==> src/rtl/cpu_pkg.sv <==
// Shared MIPS pipeline definitions: ALU classes, opcodes and the decoder control bundle.
package cpu_pkg;

  localparam logic [1:0] ALUOP_ADD   = 2'b00;
  localparam logic [1:0] ALUOP_SUB   = 2'b01;
  localparam logic [1:0] ALUOP_RTYPE = 2'b11;

  localparam logic [5:0] OP_RTYPE = 6'h00;
  localparam logic [5:0] OP_J     = 6'h02;
  localparam logic [5:0] OP_BEQ   = 6'h04;
  localparam logic [5:0] OP_ADDI  = 6'h08;
  localparam logic [5:0] OP_LW    = 6'h23;
  localparam logic [5:0] OP_SW    = 6'h2b;

  typedef struct packed {
    logic       reg_write;
    logic       memto_reg;
    logic       mem_read;
    logic       mem_write;
    logic       reg_dst;
    logic       alu_src;
    logic [1:0] alu_op;
  } ctrl_t;

  // R-type, beq and sw all read rt as a source register
  function automatic logic uses_rt(input logic alu_src, input logic mem_write);
    return ~alu_src | mem_write;
  endfunction

endpackage

==> src/rtl/id_ex_stage_if.sv <==
// ID/EX boundary bundle: decoder controls, operands and addresses in, registered copies out.
interface id_ex_stage_if #(
  parameter int DATA_W = 32,
  parameter int REG_AW = 5,
  parameter int CNT_W  = 16
);
  logic              stall_i, flush_i;
  logic              RegWrite_i, MemtoReg_i, MemRead_i, MemWrite_i, RegDst_i, ALUSrc_i;
  logic [1:0]        ALUOp_i;
  logic [DATA_W-1:0] RSdata_i, RTdata_i, Imm_i;
  logic [5:0]        funct_i;
  logic [REG_AW-1:0] RSaddr_i, RTaddr_i, RDaddr_i;

  logic              RegWrite_o, MemtoReg_o, MemRead_o, MemWrite_o, RegDst_o, ALUSrc_o;
  logic [1:0]        ALUOp_o;
  logic [DATA_W-1:0] RSdata_o, RTdata_o, Imm_o;
  logic [5:0]        funct_o;
  logic [REG_AW-1:0] RSaddr_o, RTaddr_o, RDaddr_o;
  logic              valid_o, hazard_o;
  logic [CNT_W-1:0]  bubble_cnt_o;

  modport master (
    output stall_i, flush_i, RegWrite_i, MemtoReg_i, MemRead_i, MemWrite_i, RegDst_i, ALUSrc_i,
           ALUOp_i, RSdata_i, RTdata_i, Imm_i, funct_i, RSaddr_i, RTaddr_i, RDaddr_i,
    input  RegWrite_o, MemtoReg_o, MemRead_o, MemWrite_o, RegDst_o, ALUSrc_o, ALUOp_o,
           RSdata_o, RTdata_o, Imm_o, funct_o, RSaddr_o, RTaddr_o, RDaddr_o,
           valid_o, hazard_o, bubble_cnt_o
  );

  modport slave (
    input  stall_i, flush_i, RegWrite_i, MemtoReg_i, MemRead_i, MemWrite_i, RegDst_i, ALUSrc_i,
           ALUOp_i, RSdata_i, RTdata_i, Imm_i, funct_i, RSaddr_i, RTaddr_i, RDaddr_i,
    output RegWrite_o, MemtoReg_o, MemRead_o, MemWrite_o, RegDst_o, ALUSrc_o, ALUOp_o,
           RSdata_o, RTdata_o, Imm_o, funct_o, RSaddr_o, RTaddr_o, RDaddr_o,
           valid_o, hazard_o, bubble_cnt_o
  );
endinterface

==> src/rtl/id_ex_stage_hazard_detect.sv <==
// Load-use hazard: a valid load in EX whose destination is read by the instruction in ID.
module hazard_detect #(
  parameter int REG_AW = 5
) (
  input  logic              ex_valid_i,
  input  logic              ex_mem_read_i,
  input  logic [REG_AW-1:0] ex_rt_i,
  input  logic [REG_AW-1:0] id_rs_i,
  input  logic [REG_AW-1:0] id_rt_i,
  input  logic              id_uses_rt_i,
  output logic              hazard_o
);
  // $0 never carries a dependency
  assign hazard_o = ex_valid_i & ex_mem_read_i & (ex_rt_i != '0) &
                    ((ex_rt_i == id_rs_i) | (id_uses_rt_i & (ex_rt_i == id_rt_i)));
endmodule

==> src/rtl/id_ex_stage.sv <==
// ID/EX pipeline register with load-use bubble insertion, flush and downstream hold.
// Optional bubble counter enabled by defining ID_EX_BUBBLE_CNT_EN.
module id_ex_stage
  import cpu_pkg::*;
#(
  parameter int DATA_W = 32,
  parameter int REG_AW = 5,
  parameter int CNT_W  = 16
) (
  input  logic          clk_i,
  input  logic          rst_i,
  id_ex_stage_if.slave  bus
);
  typedef struct packed {
    logic [DATA_W-1:0] rs_data;
    logic [DATA_W-1:0] rt_data;
    logic [DATA_W-1:0] imm;
    logic [5:0]        funct;
    logic [REG_AW-1:0] rs_addr;
    logic [REG_AW-1:0] rt_addr;
    logic [REG_AW-1:0] rd_addr;
  } ops_t;

  ctrl_t ctrl_in, ctrl_d, ctrl_q;
  ops_t  ops_in, ops_d, ops_q;
  logic  valid_d, valid_q;
  logic  hazard;

  assign ctrl_in = {bus.RegWrite_i, bus.MemtoReg_i, bus.MemRead_i, bus.MemWrite_i,
                    bus.RegDst_i, bus.ALUSrc_i, bus.ALUOp_i};
  assign ops_in  = {bus.RSdata_i, bus.RTdata_i, bus.Imm_i, bus.funct_i,
                    bus.RSaddr_i, bus.RTaddr_i, bus.RDaddr_i};

  hazard_detect #(.REG_AW(REG_AW)) u_hazard (
    .ex_valid_i    (valid_q),
    .ex_mem_read_i (ctrl_q.mem_read),
    .ex_rt_i       (ops_q.rt_addr),
    .id_rs_i       (bus.RSaddr_i),
    .id_rt_i       (bus.RTaddr_i),
    .id_uses_rt_i  (uses_rt(bus.ALUSrc_i, bus.MemWrite_i)),
    .hazard_o      (hazard)
  );

  // Bubbles clear only controls and valid; operand fields keep their last values
  always_comb begin
    ctrl_d  = ctrl_q;
    ops_d   = ops_q;
    valid_d = valid_q;
    if (bus.flush_i || (!bus.stall_i && hazard)) begin
      ctrl_d  = '0;
      valid_d = 1'b0;
    end else if (!bus.stall_i) begin
      ctrl_d  = ctrl_in;
      ops_d   = ops_in;
      valid_d = 1'b1;
    end
  end

  always_ff @(posedge clk_i or negedge rst_i) begin
    if (!rst_i) begin
      ctrl_q  <= '0;
      ops_q   <= '0;
      valid_q <= 1'b0;
    end else begin
      ctrl_q  <= ctrl_d;
      ops_q   <= ops_d;
      valid_q <= valid_d;
    end
  end

  assign bus.RegWrite_o = ctrl_q.reg_write;
  assign bus.MemtoReg_o = ctrl_q.memto_reg;
  assign bus.MemRead_o  = ctrl_q.mem_read;
  assign bus.MemWrite_o = ctrl_q.mem_write;
  assign bus.RegDst_o   = ctrl_q.reg_dst;
  assign bus.ALUSrc_o   = ctrl_q.alu_src;
  assign bus.ALUOp_o    = ctrl_q.alu_op;
  assign bus.RSdata_o   = ops_q.rs_data;
  assign bus.RTdata_o   = ops_q.rt_data;
  assign bus.Imm_o      = ops_q.imm;
  assign bus.funct_o    = ops_q.funct;
  assign bus.RSaddr_o   = ops_q.rs_addr;
  assign bus.RTaddr_o   = ops_q.rt_addr;
  assign bus.RDaddr_o   = ops_q.rd_addr;
  assign bus.valid_o    = valid_q;
  assign bus.hazard_o   = hazard;

`ifdef ID_EX_BUBBLE_CNT_EN
  logic [CNT_W-1:0] cnt_d, cnt_q;
  logic             bubble;

  always_comb begin
    bubble = bus.flush_i | (~bus.stall_i & hazard);
    cnt_d  = cnt_q;
    if (bubble && cnt_q != '1) cnt_d = cnt_q + 1'b1;
  end

  always_ff @(posedge clk_i or negedge rst_i) begin
    if (!rst_i) cnt_q <= '0;
    else        cnt_q <= cnt_d;
  end

  assign bus.bubble_cnt_o = cnt_q;
`else
  assign bus.bubble_cnt_o = {CNT_W{1'b0}};
`endif

endmodule

==> src/flat_wrapper.sv <==
// flat-port wrapper written by rule: the top's interface ports become plain ports
module id_ex_stage_flat import cpu_pkg::*;
#(
  parameter int DATA_W = 32,
  parameter int REG_AW = 5,
  parameter int CNT_W  = 16
)
  (clk_i, rst_i, bus_stall_i, bus_flush_i, bus_RegWrite_i, bus_MemtoReg_i, bus_MemRead_i, bus_MemWrite_i, bus_RegDst_i, bus_ALUSrc_i, bus_ALUOp_i, bus_RSdata_i, bus_RTdata_i, bus_Imm_i, bus_funct_i, bus_RSaddr_i, bus_RTaddr_i, bus_RDaddr_i, bus_RegWrite_o, bus_MemtoReg_o, bus_MemRead_o, bus_MemWrite_o, bus_RegDst_o, bus_ALUSrc_o, bus_ALUOp_o, bus_RSdata_o, bus_RTdata_o, bus_Imm_o, bus_funct_o, bus_RSaddr_o, bus_RTaddr_o, bus_RDaddr_o, bus_valid_o, bus_hazard_o, bus_bubble_cnt_o);
  id_ex_stage_if #(.DATA_W(DATA_W), .REG_AW(REG_AW), .CNT_W(CNT_W)) bus_i ();
  input  logic clk_i;
  input  logic rst_i;
  input wire logic [$bits(bus_i.stall_i)-1:0] bus_stall_i;
  input wire logic [$bits(bus_i.flush_i)-1:0] bus_flush_i;
  input wire logic [$bits(bus_i.RegWrite_i)-1:0] bus_RegWrite_i;
  input wire logic [$bits(bus_i.MemtoReg_i)-1:0] bus_MemtoReg_i;
  input wire logic [$bits(bus_i.MemRead_i)-1:0] bus_MemRead_i;
  input wire logic [$bits(bus_i.MemWrite_i)-1:0] bus_MemWrite_i;
  input wire logic [$bits(bus_i.RegDst_i)-1:0] bus_RegDst_i;
  input wire logic [$bits(bus_i.ALUSrc_i)-1:0] bus_ALUSrc_i;
  input wire logic [$bits(bus_i.ALUOp_i)-1:0] bus_ALUOp_i;
  input wire logic [$bits(bus_i.RSdata_i)-1:0] bus_RSdata_i;
  input wire logic [$bits(bus_i.RTdata_i)-1:0] bus_RTdata_i;
  input wire logic [$bits(bus_i.Imm_i)-1:0] bus_Imm_i;
  input wire logic [$bits(bus_i.funct_i)-1:0] bus_funct_i;
  input wire logic [$bits(bus_i.RSaddr_i)-1:0] bus_RSaddr_i;
  input wire logic [$bits(bus_i.RTaddr_i)-1:0] bus_RTaddr_i;
  input wire logic [$bits(bus_i.RDaddr_i)-1:0] bus_RDaddr_i;
  output wire logic [$bits(bus_i.RegWrite_o)-1:0] bus_RegWrite_o;
  output wire logic [$bits(bus_i.MemtoReg_o)-1:0] bus_MemtoReg_o;
  output wire logic [$bits(bus_i.MemRead_o)-1:0] bus_MemRead_o;
  output wire logic [$bits(bus_i.MemWrite_o)-1:0] bus_MemWrite_o;
  output wire logic [$bits(bus_i.RegDst_o)-1:0] bus_RegDst_o;
  output wire logic [$bits(bus_i.ALUSrc_o)-1:0] bus_ALUSrc_o;
  output wire logic [$bits(bus_i.ALUOp_o)-1:0] bus_ALUOp_o;
  output wire logic [$bits(bus_i.RSdata_o)-1:0] bus_RSdata_o;
  output wire logic [$bits(bus_i.RTdata_o)-1:0] bus_RTdata_o;
  output wire logic [$bits(bus_i.Imm_o)-1:0] bus_Imm_o;
  output wire logic [$bits(bus_i.funct_o)-1:0] bus_funct_o;
  output wire logic [$bits(bus_i.RSaddr_o)-1:0] bus_RSaddr_o;
  output wire logic [$bits(bus_i.RTaddr_o)-1:0] bus_RTaddr_o;
  output wire logic [$bits(bus_i.RDaddr_o)-1:0] bus_RDaddr_o;
  output wire logic [$bits(bus_i.valid_o)-1:0] bus_valid_o;
  output wire logic [$bits(bus_i.hazard_o)-1:0] bus_hazard_o;
  output wire logic [$bits(bus_i.bubble_cnt_o)-1:0] bus_bubble_cnt_o;
  assign bus_i.stall_i = bus_stall_i;
  assign bus_i.flush_i = bus_flush_i;
  assign bus_i.RegWrite_i = bus_RegWrite_i;
  assign bus_i.MemtoReg_i = bus_MemtoReg_i;
  assign bus_i.MemRead_i = bus_MemRead_i;
  assign bus_i.MemWrite_i = bus_MemWrite_i;
  assign bus_i.RegDst_i = bus_RegDst_i;
  assign bus_i.ALUSrc_i = bus_ALUSrc_i;
  assign bus_i.ALUOp_i = bus_ALUOp_i;
  assign bus_i.RSdata_i = bus_RSdata_i;
  assign bus_i.RTdata_i = bus_RTdata_i;
  assign bus_i.Imm_i = bus_Imm_i;
  assign bus_i.funct_i = bus_funct_i;
  assign bus_i.RSaddr_i = bus_RSaddr_i;
  assign bus_i.RTaddr_i = bus_RTaddr_i;
  assign bus_i.RDaddr_i = bus_RDaddr_i;
  assign bus_RegWrite_o = bus_i.RegWrite_o;
  assign bus_MemtoReg_o = bus_i.MemtoReg_o;
  assign bus_MemRead_o = bus_i.MemRead_o;
  assign bus_MemWrite_o = bus_i.MemWrite_o;
  assign bus_RegDst_o = bus_i.RegDst_o;
  assign bus_ALUSrc_o = bus_i.ALUSrc_o;
  assign bus_ALUOp_o = bus_i.ALUOp_o;
  assign bus_RSdata_o = bus_i.RSdata_o;
  assign bus_RTdata_o = bus_i.RTdata_o;
  assign bus_Imm_o = bus_i.Imm_o;
  assign bus_funct_o = bus_i.funct_o;
  assign bus_RSaddr_o = bus_i.RSaddr_o;
  assign bus_RTaddr_o = bus_i.RTaddr_o;
  assign bus_RDaddr_o = bus_i.RDaddr_o;
  assign bus_valid_o = bus_i.valid_o;
  assign bus_hazard_o = bus_i.hazard_o;
  assign bus_bubble_cnt_o = bus_i.bubble_cnt_o;
  id_ex_stage #(.DATA_W(DATA_W), .REG_AW(REG_AW), .CNT_W(CNT_W)) u_core (.clk_i(clk_i), .rst_i(rst_i), .bus(bus_i));
endmodule
==> config.mk <==
export PLATFORM = sky130hd
export DESIGN_NAME = id_ex_stage_flat
export DESIGN_NICKNAME = d
export VERILOG_FILES = /design/src/rtl/cpu_pkg.sv /design/src/rtl/id_ex_stage_if.sv /design/src/rtl/id_ex_stage_hazard_detect.sv /design/src/rtl/id_ex_stage.sv /design/src/flat_wrapper.sv
export SDC_FILE = /design/constraint.sdc
export NUM_CORES = 1
export LEC_CHECK = 0
export CAP_MARGIN = 20
export CORE_ASPECT_RATIO = 1.5
export CORE_MARGIN = 3
export CORE_UTILIZATION = 28
export DETAILED_ROUTE_END_ITERATION = 7
export REMOVE_ABC_BUFFERS = 1
export SLEW_MARGIN = 25
export SYNTH_ARGS = -nofsm -noshare
export SYNTH_HDL_FRONTEND = slang
export SYNTH_SLANG_ARGS = --single-unit
==> constraint.sdc <==
create_clock -name clk_i -period 2.5 [get_ports clk_i]
set_clock_uncertainty 0.05 [all_clocks]
set_input_delay 0.375 -clock clk_i [delete_from_list [all_inputs] [get_ports clk_i]]
set_output_delay 0.375 -clock clk_i [all_outputs]
set_load 0.05 [all_outputs]
==> results.cfg, run 1 <==
[global_route]
gr-total-overflow = 0
grt_pass1_wl_mm = 21.6
antenna_found_initial = 0
grt_max_degree = 127
grt_pass1_vias = 3933
grt.total_usage_pct = 14.5

[layout]
fin_nets = 708
num-fill-cells = 1576
n_antenna_cell = 0
drive_above_1_share_pct = 22.1
syn_to_final_growth_pct = 67.7
seq_area_mm2 = 0.00315
multi_input_area_mm2 = 0.00164
final_cells = 805

[synthesis]
synth_top_family_by_area = multiplexers
yosys.area_share.adder_pct = 0
synthSimpleGateAreaFrac_pct = 0.953
synth_compound_area_share_pct = 2.38
synth-seq-cells = 126
avgSynthCellArea_um2 = 16.1
ys_seq_area_share_pct = 63.2
ys_types = 26
yosysWarnings = 0
synthMuxAreaShare_pct = 26.4
syn_inst = 310
synth_area_mm2 = 0.00499
synth_xor_area_share_pct = 1.76

[clock_tree]
cts-resized-gates = 0
htree_levels = 4
cts.sinks = 126
postCtsSetupRepairBufs = 0
cts_tree = yes
clk_latency_ns = 0.40
path_clk_slew_ns = 0.06
cts_root_buf = clkbuf_16
clk_path_buf_depth = 2
cts_buffers = 17
cts_hold_buffers = 0

[timing]
tightest_slew_ns = 0.719
worst_slack_ns = 0.173
hold_viol = 30
max_freq_ghz = 0.430
post-route-min-period_ns = 2.33
relSlewSlack_pct = 52.1
setup_viol = 0
min_period_over_period_pct = 93.1
maxSlewViolCount = 0
rsz0062_at_grt = no
holdWs_ns = -0.0177

[drt]
drtIter0Drc = 83
firstDrtPassIters = 4
antenna_left = 0
viasPerCell = 4.42
vias = 3560
drc = 0
drt-total-wl_mm = 14.0
avgRoutedWirePerCell_um = 17.4

[setup_path]
critPathArrivalTime_ns = 1.90
cp-end-kind = primary output
cp_num_cells = 7
cp.required_ns = 2.08
crit_fanout = 5
critPathSlowestCell = dfrtp_1
rr_worst_depth = 5
crit_buf_inv = 3
path_class = reg -> out
slowest_delay_ns = 0.45
startpoint_type = register
crit_chain = xnor2_1, buf_4, nand3_1, o22ai_1, nand2_1, inv_1, buf_12
cp_top_family = flip-flops

[run]
cap_violations = 0

[die]
io-pin-count = 272
die_w_um = 115
die_area_mm2 = 0.0195
initial_core_util_pct = 28.6
fp-row-count = 59
core_area_mm2 = 0.0174
die-height_um = 169

[status]
outcome = finished with violations
violations = negative hold slack

[placement]
io_buffers = 255
dp_slack_ns = 0.0713
place_congestion = 0.741
hpwl_mm = 10.4
place_inst = 773

[power]
p_leak_nw = 3.43
p_per_area_mw_per_mm2 = 889
ir_worst_vdd_mv = 0.425

[worst_hold_path]
hold_class = in -> async
## cell usage after synthesis
cell type | count | area (um2)
nor2b_1 | 1 | 6.26
nor3b_1 | 1 | 7.51
buf_4 | 25 | 188
o21a_1 | 1 | 7.51
nand3_1 | 1 | 5.00
or3_1 | 1 | 6.26
inv_1 | 3 | 11.3
o311a_1 | 1 | 10.0
o22ai_1 | 1 | 6.26
xnor2_1 | 10 | 87.6
a32o_1 | 6 | 60.1
a22o_1 | 2 | 17.5
buf_8 | 3 | 45.0
nor2_1 | 1 | 3.75
a21boi_1 | 1 | 7.51
conb_1 | 1 | 3.75
mux2_2 | 87 | 980
buf_6 | 1 | 11.3
nand2_1 | 2 | 7.51
mux2_1 | 30 | 338
a21oi_1 | 1 | 5.00
nand4_1 | 1 | 6.26
dfrtp_1 | 126 | 3150
nor3_1 | 1 | 5.00
buf_1 | 1 | 3.75
o21ai_0 | 1 | 5.00
## routing by layer
metal | vias up | global-route usage (%) | wire (um)
li1 | 1598 | - | -
met1 | 1778 | 15.1 | 4760
met2 | 161 | 26.4 | 7910
met3 | 23 | 5.21 | 1040
met4 | 0 | 5.31 | 282
met5 | - | 0 | 0
## logic make-up after synthesis
group / Yosys count
multiplexers: 117
buffers and inverters: 33
AO/OA/AOI/OAI: 14
flip-flops: 126
XOR/XNOR: 10
AND/OR/NAND/NOR: 9
other: 1
## cell type report
type	count	area share, %
Clock buffer	20	5.46
Clock inverter	12	1.90
Inverter	3	0.135
Multi-Input combinational cell	166	19.6
Sequential cell	126	37.7
Tap cell	213	3.19
Timing Repair Buffer	265	32.0
## worst reg2reg max path, cell delays in order, from the launching register on
cell	delay, ns
dfrtp_1	0.45
or3_1	0.35
o311a_1	0.35
a21boi_4	0.25
buf_12	0.30
mux2_2	0.42
## report_power, final
part | internal [W] | leakage [nW] | switching, W
registers | 0.00233 | 1.49 | 0.000158
clock network | 0.00163 | 0.297 | 0.000922
logic | 0.000919 | 1.65 | 0.00147
total | 0.00488 | 3.43 | 0.00256
## final timing paths
kind                       slack (ns)                                   to                          startpoint
min reg2reg                      0.43     u_core.bus.Imm_o[13]$_DFFE_PN0P_    u_core.bus.Imm_o[13]$_DFFE_PN0P_
max                              0.17                         bus_hazard_o  u_core.bus.RTaddr_o[1]$_DFFE_PN0P_
max in group asynchronous        1.83  u_core.bus.RSdata_o[22]$_DFFE_PN0P_                               rst_i
min                             -0.02  u_core.bus.RTdata_o[30]$_DFFE_PN0P_                               rst_i
min in group clk_i               0.43     u_core.bus.Imm_o[13]$_DFFE_PN0P_    u_core.bus.Imm_o[13]$_DFFE_PN0P_
max reg2reg                      0.23  u_core.bus.RSdata_o[13]$_DFFE_PN0P_  u_core.bus.RTaddr_o[1]$_DFFE_PN0P_
## flip-flops by register name, indices dropped and copies added, names as in the netlist
name                   flops
u_core.bus.RDaddr_o        5
u_core.bus.RegWrite_o      1
u_core.bus.ALUOp_o         2
u_core.bus.RegDst_o        1
u_core.bus.RSdata_o       32
u_core.bus.RTaddr_o        5
u_core.bus.ALUSrc_o        1
u_core.bus.MemRead_o       1
u_core.bus.RSaddr_o        5
u_core.bus.valid_o         1
u_core.bus.Imm_o          32
u_core.bus.MemWrite_o      1
u_core.bus.RTdata_o       32
u_core.bus.funct_o         6
u_core.bus.MemtoReg_o      1
## per-stage QoR
stage / util [%] / power, W / TNS (ns) / instance area (um2)
floorplan: - / 0.00396 / -613.38 / 4800
global placement: 44.5 / 0.00491 / 0 / 7750
detailed placement: 44.5 / 0.00494 / 0 / 7750
CTS: 48.0 / 0.00755 / 0 / 8360
global route: 48.0 / 0.00775 / 0 / 8360
finish: 48.0 / 0.00744 / 0 / 8360
## layout by cell type (no fill, tap or decap), drive strengths merged, types with 3 or more instances in the layout
cell	netlist	layout
a32o	6	6
buf	30	12
bufinv	0	3
clkbuf	0	20
clkdlybuf4s50	0	253
clkinv	0	4
conb	1	16
dfrtp	126	126
inv	3	6
mux2	117	117
xnor2	10	10
No activity file was read; power rests on OpenSTA's default activity.
==> inputs of run 2 (changes only) <==
- CORE_ASPECT_RATIO: 1.5 -> 1.1
==> run 2 against run 1 <==
The flow now finishes without violations. Largest cell class unchanged. Clock power grew 3%. Non-clock buffer count up 6. Combinational power hardly changed. Sequential share of layout area decreased by 0.58 points. Critical endpoint unchanged. Worst setup slack got worse by 0.014 ns. Wire length down 1.8%.
==> results.cfg, run 2 (synthesis gave the netlist of run 1 again) <==
[layout]
syn_to_final_growth_pct = 70.3
fin_util_pct = 49.2
fin_nets = 714
n_antenna_cell = 0
drive_above_1_share_pct = 22.4
num-fill-cells = 1543
final_common_cell = clkdlybuf4s50_1
multi_input_area_mm2 = 0.00164
layout_common_cells = clkdlybuf4s50_1 (253), dfrtp_1 (126), mux2_2 (87), mux2_1 (30), clkbuf_16 (17)
seq_area_mm2 = 0.00315

[timing]
post-route-min-period_ns = 2.34
min_period_over_period_pct = 93.6
relSlewSlack_pct = 62.7
holdWs_ns = 0.432
max_freq_ghz = 0.427
setup_tns_ns = 0
hold_viol = 0
setup_viol = 0
maxSlewViolCount = 0
tightest_slew_ns = 0.557
rsz0062_at_grt = no

[global_route]
grt_max_degree = 47
antenna_found_initial = 0
gr-total-overflow = 0
grt.total_usage_pct = 14.4
grt_pass1_vias = 4004
grt_pass1_wl_mm = 21.9

[worst_hold_path]
worstHoldStart = u_core.bus.Imm_o[25]$_DFFE_PN0P_
hold_class = reg -> reg

[power]
total_power_w = 0.00753
p_per_area_mw_per_mm2 = 886
ir_worst_vdd_mv = 0.404
p_leak_nw = 3.48

[setup_path]
worst-r2r-setup-slack_ns = 0.23
startpoint = u_core.bus.RTaddr_o[0]$_DFFE_PN0P_
cp.required_ns = 2.08
crit_fanout = 5
cp-end-kind = primary output
critPathArrivalTime_ns = 1.92
path_class = reg -> out
rr_worst_depth = 6
cp-endpoint = bus_hazard_o
r2r_end = u_core.bus.RTdata_o[19]$_DFFE_PN0P_
startpoint_type = register
rr_startpoint = u_core.bus.RTaddr_o[0]$_DFFE_PN0P_

[drt]
m1WireLength_mm = 5.01
antenna_left = 0
viasPerCell = 4.28
vias = 3559
firstDrtPassIters = 6
drt-total-wl_mm = 13.7
wl_met3_mm = 1.16
highest_layer = met4
wl_met2_mm = 7.39
avgRoutedWirePerCell_um = 16.5
drc = 0
drtIter0Drc = 74

[clock_tree]
htree_levels = 4
cts.sinks = 126
clk_latency_ns = 0.40
cts_tree = yes
path_clk_slew_ns = 0.06
clk_path_buf_depth = 2
cts_buffers = 17
cts_root_buf = clkbuf_16

[placement]
place_congestion = 0.756
io_buffers = 255
hpwl_mm = 10.6

[die]
die_area_mm2 = 0.0195
initial_core_util_pct = 28.9
core_area_mm2 = 0.0173
die_w_um = 133
fp-row-count = 50
io-pin-count = 272
die-height_um = 146

[status]
outcome = completed

[run]
cap_violations = 0
-- run 2: how the worst min path moves through the flow --
| stage | to | depth (start not counted) | slack, ns |
|---|---|---|---|
| after floorplan | u_core.bus.ALUOp_o[0]$_DFFE_PN0P_ | 0 | 0.03 |
| after global placement | u_core.bus.RSdata_o[0]$_DFFE_PN0P_ | 1 | 0.34 |
| after detailed placement | u_core.bus.RSdata_o[0]$_DFFE_PN0P_ | 1 | 0.34 |
| after CTS | u_core.bus.Imm_o[13]$_DFFE_PN0P_ | 1 | 0.44 |
| after global routing | u_core.bus.Imm_o[4]$_DFFE_PN0P_ | 1 | 0.46 |
| final | u_core.bus.Imm_o[25]$_DFFE_PN0P_ | 1 | 0.43 |
-- run 2: worst max-delay path, stage by stage, from the launching register on --
cell and delay [ns]:
dfrtp_1 0.43, or3_1 0.37, o311a_1 0.34, nand2_1 0.13
inv_1 0.09, buf_12 0.15
-- run 2: metrics by stage --
step	area [um2]	setup WS [ns]	cells
6_report	8490	0.159	832
2_1_floorplan	4800	-5.31	295
3_5_place_dp	7850	0.106	799
3_3_place_gp	7850	0.140	799
5_1_grt	8490	0.0144	832
4_1_cts	8490	0.110	832
-- run 2: per-layer routing --
layer	up-vias	global-route usage [%]
met4	0	4.17
met5	-	0
li1	1622	-
met1	1781	15.2
met2	142	25.9
met3	14	6.05
-- run 2: where the power goes --
group	leakage, nW	switching, W	internal (W)
sequential	1.49	0.000157	0.00233
clock	0.304	0.000883	0.00175
combinational	1.69	0.00148	0.000930
-- run 2: cell type report --
cell class / count / share of cell area (%)
Clock buffer: 23 / 5.63
Clock inverter: 9 / 1.86
Inverter: 3 / 0.133
Multi-Input combinational cell: 166 / 19.3
Sequential cell: 126 / 37.1
Tap cell: 234 / 3.45
Timing Repair Buffer: 271 / 32.5
-- run 2: repair_timing --
| item | in CTS | in global routing |
|---|---|---|
| hold endpoints to repair | 35 | 0 |
| gates resized for setup | 0 | 0 |
| setup buffers | 0 | 0 |
| hold buffers | 1 | 0 |
==> inputs of run 3 (changes only) <==
- CORE_MARGIN: 3 -> 5
- PLACE_DENSITY_LB_ADDON: not set -> 0.3
==> run 3 against run 2 <==
Cell area is 0.56% lower. Non-clock buffer count is 2 higher. Clock power is 10% lower. Utilization is 1.2 points lower. Worst setup slack better by 0.035 ns. First-iteration DRC count is 31% higher. Total power is 3.6% lower. Wire length is 2.0% lower. Maximum frequency is 1.5% higher. Final cell count is 0.72% higher. Critical path type unchanged. Critical endpoint unchanged. Largest cell class unchanged.
==> results.cfg, run 3 (synthesis gave the netlist of run 1 again) <==
[status]
outcome = completed

[timing]
post-route-min-period_ns = 2.31
hold_viol = 0
max_freq_ghz = 0.434
setup_viol = 0
worst_slack_ns = 0.194
maxSlewViolCount = 0
min_period_over_period_pct = 92.2
rsz0062_at_grt = no
relSlewSlack_pct = 61.2
tightest_slew_ns = 0.582

[clock_tree]
path_clk_slew_ns = 0.06
cts_buffers = 17
cts-resized-gates = 0
cts_tree = yes
postCtsSetupRepairBufs = 0
clk_path_buf_depth = 2
cts_hold_buffers = 1
cts_root_buf = clkbuf_16
clk_latency_ns = 0.41
htree_levels = 4
cts.sinks = 126

[placement]
place_inst = 805
dp_slack_ns = 0.123
io_buffers = 255
hpwl_mm = 10.4
place_congestion = 0.745
post_dp_cell_area_mm2 = 0.00787

[setup_path]
crit_buf_inv = 3
worst-r2r-setup-slack_ns = 0.26
startpoint_type = register
critPathArrivalTime_ns = 1.88
slowest_delay_ns = 0.37
cp.required_ns = 2.08
crit_fanout = 4
cp_top_family = buffers and inverters
cp-end-kind = primary output
path_class = reg -> out
critPathSlowestCell = dfrtp_1
crit_chain = buf_4, xnor2_1, nand4_1, o22ai_1, nand2_1, inv_1, buf_12

[drt]
viasPerCell = 4.19
avgRoutedWirePerCell_um = 16.1
antenna_left = 0
drtIter0Drc = 97
drt-total-wl_mm = 13.5
drc = 0
vias = 3515
firstDrtPassIters = 4

[global_route]
grt_pass1_wl_mm = 20.7
gr-total-overflow = 0
grt_pass1_vias = 3939
grt.total_usage_pct = 13.1
grt_max_degree = 44
antenna_found_initial = 0

[layout]
final_area_mm2 = 0.00845
drive_above_1_share_pct = 22.7
syn_to_final_growth_pct = 69.3
final_cells = 838
n_antenna_cell = 0
final_common_cell = clkdlybuf4s50_1
layout_common_cells = clkdlybuf4s50_1 (253), dfrtp_1 (126), mux2_2 (87), mux2_1 (30), clkbuf_16 (17)
fin_nets = 716

[power]
ir_worst_vdd_mv = 0.390
p_leak_nw = 3.47
p_per_area_mw_per_mm2 = 859

[die]
die_w_um = 137
die-height_um = 150
die_area_mm2 = 0.0206
io-pin-count = 272
core_area_mm2 = 0.0176
initial_core_util_pct = 28.3
fp-row-count = 51

[run]
cap_violations = 0

[worst_hold_path]
hold_class = reg -> reg
run 3: changes by cell type in the layout (fill, tap and decap cells not counted), sizes merged:
cell,change
clkinv,+4
buf,+2
bufinv,-2
clkbuf,-2
run 3: final cells by class:
cell class	count	area, um2
well taps	238	298
repair buffers	273	2770
clock buffers	21	450
multi-input cells	166	1640
inverters	3	11.3
flip-flops and latches	126	3150
fillers	1588	9170
clock inverters	11	118
run 3: final timing paths:
kind | start | endpoint | depth (start not counted)
setup / recovery | u_core.bus.RTaddr_o[4]$_DFFE_PN0P_ | bus_hazard_o | 7
hold / removal | u_core.bus.Imm_o[20]$_DFFE_PN0P_ | u_core.bus.Imm_o[20]$_DFFE_PN0P_ | 1
setup reg to reg | u_core.bus.RTaddr_o[1]$_DFFE_PN0P_ | u_core.bus.RSdata_o[19]$_DFFE_PN0P_ | 6
hold reg to reg | u_core.bus.Imm_o[20]$_DFFE_PN0P_ | u_core.bus.Imm_o[20]$_DFFE_PN0P_ | 1
max in group asynchronous | rst_i | u_core.bus.RTdata_o[22]$_DFFE_PN0P_ | 3
min in group asynchronous | rst_i | u_core.bus.Imm_o[16]$_DFFE_PN0P_ | 2
run 3: worst reg2reg max path, stage by stage (launching register included):
cell,delay [ns]
dfrtp_1,0.44
or3_1,0.33
o311a_1,0.34
a21boi_4,0.19
buf_12,0.18
buf_12,0.21
mux2_2,0.37
run 3: metrics by stage:
stage | setup TNS (ns) | total power, W | utilization (%) | hold WS [ns]
floorplan | -613.38 | 0.00396 | - | 0.0294
global placement | 0 | 0.00492 | 44.7 | 0.371
detailed placement | 0 | 0.00495 | 44.7 | 0.373
CTS | 0 | 0.00737 | 48.0 | 0.436
global route | 0 | 0.00757 | 48.0 | 0.455
finish | 0 | 0.00725 | 48.0 | 0.435
run 3: metal layers:
metal	wire length (um)	global-route usage, %	vias up	part of all wire [%]
met5	0	0	-	0
met4	208	5.24	0	1.5
met3	1550	6.42	17	11
met2	6850	21.7	163	51
met1	4850	14.3	1714	36
li1	-	-	1621	-
run 3: power by group:
part / switching (W) / total [W] / internal, W
clock network: 0.000877 / 0.00236 / 0.00149
registers: 0.000155 / 0.00249 / 0.00233
logic: 0.00147 / 0.00240 / 0.000932
total: 0.00250 / 0.00725 / 0.00475
